<file path="config.mk">
export PLATFORM = sky130hd
export DESIGN_NAME = load_store_unit
export DESIGN_NICKNAME = d
export VERILOG_FILES = /design/src/rtl/load_store_unit.sv
export SDC_FILE = /design/constraint.sdc
export NUM_CORES = 1
export LEC_CHECK = 0
export CAP_MARGIN = 20
export CORE_MARGIN = 2
export CORE_UTILIZATION = 43
export CTS_BUF_LIST = sky130_fd_sc_hd__clkbuf_16
export DETAILED_ROUTE_END_ITERATION = 12
export GPL_ROUTABILITY_DRIVEN = 0
export PLACE_DENSITY = 0.91
export SLEW_MARGIN = 20
export SYNTH_ARGS = -nofsm -noshare
export SYNTH_HDL_FRONTEND = slang
export SYNTH_SLANG_ARGS = --single-unit
</file>
<file path="constraint.sdc">
create_clock -name clk_i -period 5.52 [get_ports clk_i]
set_clock_uncertainty 0.1 [all_clocks]
set_input_delay 1.104 -clock clk_i [delete_from_list [all_inputs] [get_ports clk_i]]
set_output_delay 1.104 -clock clk_i [all_outputs]
set_load 0.01 [all_outputs]
</file>
<file path="src/rtl/load_store_unit.sv">
// load_store_unit: word load/store execute stage with a req/ack data-memory handshake
//
// Optional feature: define LSU_TIMEOUT_EN to abort a REQ that waits
// TIMEOUT_CYCLES cycles without an ack (bus_error_o pulse, no write-back).
//
// Ports:
//   clk_i, rst_i         clock (rising edge), asynchronous active-high reset
//   valid_i, ready_o     instruction handshake; ready_o is high in IDLE
//   is_load_i/is_store_i decoder flags (both set = load)
//   rs1_data_i           base register, immediate_i sign-extended offset
//   rs2_data_i           store data, rd_i load destination
//   mem_req_o/we/addr/wdata  data-memory request, held stable until ack
//   mem_ack_i/rdata      single-cycle memory response
//   wb_valid_o/rd/data   register-file write-back strobe (suppressed for rd 0)
//   done_o               store-complete pulse
//   misaligned_o         alignment-fault pulse (no memory access)
//   bus_error_o          timeout-abort pulse (0 without LSU_TIMEOUT_EN)
module load_store_unit #(
    parameter int TIMEOUT_CYCLES = 16
) (
    input  logic        clk_i,
    input  logic        rst_i,
    input  logic        valid_i,
    output logic        ready_o,
    input  logic        is_load_i,
    input  logic        is_store_i,
    input  logic [31:0] rs1_data_i,
    input  logic [31:0] rs2_data_i,
    input  logic [31:0] immediate_i,
    input  logic [4:0]  rd_i,
    output logic        mem_req_o,
    output logic        mem_we_o,
    output logic [31:0] mem_addr_o,
    output logic [31:0] mem_wdata_o,
    input  logic        mem_ack_i,
    input  logic [31:0] mem_rdata_i,
    output logic        wb_valid_o,
    output logic [4:0]  wb_rd_o,
    output logic [31:0] wb_data_o,
    output logic        done_o,
    output logic        misaligned_o,
    output logic        bus_error_o
);
    typedef enum logic [1:0] {S_IDLE, S_REQ, S_WB} state_t;
    state_t      r_state;
    logic [4:0]  r_rd;
    logic [31:0] w_addr;
    logic        w_accept;
    logic        w_we;
`ifdef LSU_TIMEOUT_EN
    logic [7:0]  r_cnt;
`else
    logic [7:0]  w_unused_timeout;
    assign w_unused_timeout = 8'(TIMEOUT_CYCLES);
    assign bus_error_o = 1'b0;
`endif

    assign ready_o  = (r_state == S_IDLE);
    assign w_addr   = rs1_data_i + immediate_i;
    assign w_accept = valid_i && ready_o && (is_load_i || is_store_i);
    // a simultaneous load flag wins over the store flag
    assign w_we     = is_store_i && !is_load_i;

    always_ff @(posedge clk_i or posedge rst_i) begin
        if (rst_i) begin
            r_state      <= S_IDLE;
            r_rd         <= '0;
            mem_req_o    <= 1'b0;
            mem_we_o     <= 1'b0;
            mem_addr_o   <= '0;
            mem_wdata_o  <= '0;
            wb_valid_o   <= 1'b0;
            wb_rd_o      <= '0;
            wb_data_o    <= '0;
            done_o       <= 1'b0;
            misaligned_o <= 1'b0;
`ifdef LSU_TIMEOUT_EN
            bus_error_o  <= 1'b0;
            r_cnt        <= '0;
`endif
        end else begin
            wb_valid_o   <= 1'b0;
            done_o       <= 1'b0;
            misaligned_o <= 1'b0;
`ifdef LSU_TIMEOUT_EN
            bus_error_o  <= 1'b0;
`endif
            case (r_state)
                S_IDLE: begin
                    if (w_accept) begin
                        if (w_addr[1:0] != 2'b00) begin
                            misaligned_o <= 1'b1;
                        end else begin
                            r_state     <= S_REQ;
                            r_rd        <= rd_i;
                            mem_req_o   <= 1'b1;
                            mem_we_o    <= w_we;
                            mem_addr_o  <= w_addr;
                            mem_wdata_o <= w_we ? rs2_data_i : '0;
`ifdef LSU_TIMEOUT_EN
                            r_cnt       <= '0;
`endif
                        end
                    end
                end
                S_REQ: begin
                    // an ack in the expiry cycle takes priority over the abort
                    if (mem_ack_i) begin
                        mem_req_o <= 1'b0;
                        if (mem_we_o) begin
                            done_o  <= 1'b1;
                            r_state <= S_IDLE;
                        end else begin
                            wb_valid_o <= (r_rd != 5'd0);
                            wb_rd_o    <= r_rd;
                            wb_data_o  <= mem_rdata_i;
                            r_state    <= S_WB;
                        end
                    end
`ifdef LSU_TIMEOUT_EN
                    else if (r_cnt == 8'(TIMEOUT_CYCLES - 1)) begin
                        mem_req_o   <= 1'b0;
                        bus_error_o <= 1'b1;
                        r_state     <= S_IDLE;
                    end else begin
                        r_cnt <= r_cnt + 8'd1;
                    end
`endif
                end
                S_WB:    r_state <= S_IDLE;
                default: r_state <= S_IDLE;
            endcase
        end
    end
endmodule

</file>
==> metrics <==
most frequent cells in the layout 245 x clkdlybuf4s50_1, 113 x dfrtp_1, 65 x nand2_1, 42 x mux2_2, 40 x o21ai_0; register area 2830 sq um; DIE WIDTH 122 um; routed length per instance 18.0 um; Synth top area share 47.6%; first-pass GRT wire length 27,500 um; MaxCap Viol Count 0; Area Growth Syn to Fin 52.4%; Port Buffer Count 245; maximum clock insertion buffer count 2; Synth async-reset ratio 100%; DIE AREA 14,800 sq um; syn_nets 732; RSZ-0062 raised after global routing no; Filler Cell Count 1,021; setup bufs post-CTS 0; initial core utilization 44.5%; number of flops mapped to enable cells by yosys 0; Peak VDD IR 210 uV; root buf cell clkbuf_16; post-route minimum period 3.78 ns; Least-Margin Pin Slew 1.05 ns; diodes inserted 0; Final #Nets 975; CTS tree done; Chip Height 122 um; Final Max Tran Viols 0; Total GRT Usage 24.3%; Synth Instances 561; Synth Cell Area 5940 sq um; initial antenna violation count 0; num ports 247; share of layout cells above drive strength 1 11.8%; synth top area cells dfrtp_1 48%, mux2_2 8.0%, ha_1 6.5%; Max-Slew Margin vs Limit 30.0%; Antenna Nets Post-Route 0; P per Cell Area 417 nW/um^2; Sink Count 113; most common cell after layout, fill and taps aside clkdlybuf4s50_1; synth warn 0; vias in the first global route 5,344; TritonRoute pass-1 iters 5; drt initial violations 365; Synth Area per Inst 10.6 sq um; Residual DRC 0; post-layout util 67.9%; crit start category input port; predominant post-synthesis flop cell dfrtp_1; synthesized flop and latch total 113; GR Overflow Total 0; Finish-stage setup viols 0; Setup Crit Path Kind input port to register; Rows 42; clk slew on worst S/H paths 0.06 ns; TNS Setup 0 ns; Critical Path Sink Type register; CTS resizes 0; TritonCTS buffer count 17; Core ar. 13,300 sq um; Fmax achieved 264 MHz; status finished, final reports clean; critical path data required time 5.70 ns; P_leak 3.90 nW; largest net degree at the start of global routing 69; Hold Path Class register to register; footprint of the multi-input gates 2950 sq um; Worst-Skew Late Latency 0.40 ns; leading area contributor after synthesis dfrtp_1; DR vias 5,428; H-tree levels 4; dpl hpwl 13,700 um; CP arrival 3.96 ns; cts hold-fix bufs 0; Final Routed Wirelength 17,900 um; final hold vios 0; Seq/Total Area, Yosys 47.6%; vias per cell 5.47; final worst path period share 68.6%; post-synthesis cell type count 61; CP Max Fanout 5
==> per-layer routing <==
layer	vias up	GRT usage [%]	wire length, um
li1	2538	-	-
met1	2603	27.5	6780
met2	246	43.6	9310
met3	41	6.23	1280
met4	0	9.77	541
met5	-	0	0
==> per-stage QoR <==
step | power, mW | instances | instance area (sq um) | hold slack [ns] | setup WS [ns]
after global routing | 3.98 | 993 | 9060 | 0.405 | 1.66
after global placement | 2.75 | 961 | 8520 | 0.362 | 1.42
final | 3.78 | 993 | 9060 | 0.381 | 1.74
after floorplan | 1.93 | 561 | 5940 | 0.353 | 1.33
after CTS | 3.81 | 993 | 9060 | 0.384 | 1.79
after detailed placement | 2.81 | 961 | 8520 | 0.372 | 1.38
==> worst paths after layout <==
| kind | start | to | slack [ns] | depth (start not counted) |
|---|---|---|---|---|
| setup reg to reg | r_state[0] | mem_wdata_o[20] | 3.16 | 6 |
| min in group asynchronous | rst_i | mem_wdata_o[18] | 0.83 | 2 |
| max in group asynchronous | rst_i | r_rd[0] | 3.45 | 3 |
| setup / recovery | rs1_data_i[0] | mem_addr_o[26] | 1.74 | 10 |
| hold reg to reg | mem_addr_o[2] | mem_addr_o[2] | 0.38 | 2 |
| hold / removal | mem_addr_o[2] | mem_addr_o[2] | 0.38 | 2 |
==> area by class of cell <==
cell class / instances / area share (%)
tap: 176 / 2.43
inverter: 7 / 0.318
multi-input combinational: 414 / 32.6
clock inverter: 15 / 1.23
clock buffer: 17 / 4.70
sequential: 113 / 31.2
timing repair buffer: 251 / 27.6
==> state kept, by name, indices dropped and copies added, names as in the netlist <==
name          cells
wb_valid_o        1
mem_addr_o       32
wb_data_o        32
r_rd              5
done_o            1
r_state           2
mem_wdata_o      32
misaligned_o      1
mem_we_o          1
mem_req_o         1
wb_rd_o           5
==> kinds of logic (layout without fill, tap and decap cells) <==
group / after synthesis / in the layout / share of synthesized area (%)
adders and majority gates: 32 / 32 / 6.86
other: 1 / 1 / 0.0631
xor gates and xnor gates: 23 / 23 / 3.39
and+or+nand+nor: 154 / 154 / 12.2
muxes: 46 / 46 / 8.63
buffers and inverters: 34 / 290 / 3.14
DFF: 113 / 113 / 47.6
AOI/OAI and AO/OA: 158 / 158 / 18.1
==> Yosys cell counts, types with 7 or more instances <==
library cell and number:
clkbuf_1 14, a22o_1 32, nand2_1 65, ha_1 31, o21ai_0 40, xor2_1 14, nand4_1 7, dfrtp_1 113
inv_1 7, mux2_2 42, o21a_1 9, nand3_1 12, nor3_1 7, a21oi_1 32, a21o_1 8, nor2_1 32
xnor2_1 9
==> where the power goes <==
group / switching [mW] / total, mW / internal, mW
Sequential: 0.187 / 1.33 / 1.14
Combinational: 0.608 / 1.47 / 0.862
Clock: 0.405 / 0.982 / 0.577
==> worst max-delay path, cell delays in order <==
cell and delay, ns:
clkdlybuf4s50_1 0.42, ha_1 0.23, fa_1 0.47, a211oi_2 0.33
o21bai_1 0.16, a41o_1 0.24, o2111ai_1 0.25, o21ai_1 0.21
and3_1 0.19, or3_1 0.33
(Power assumes the default switching activity.)
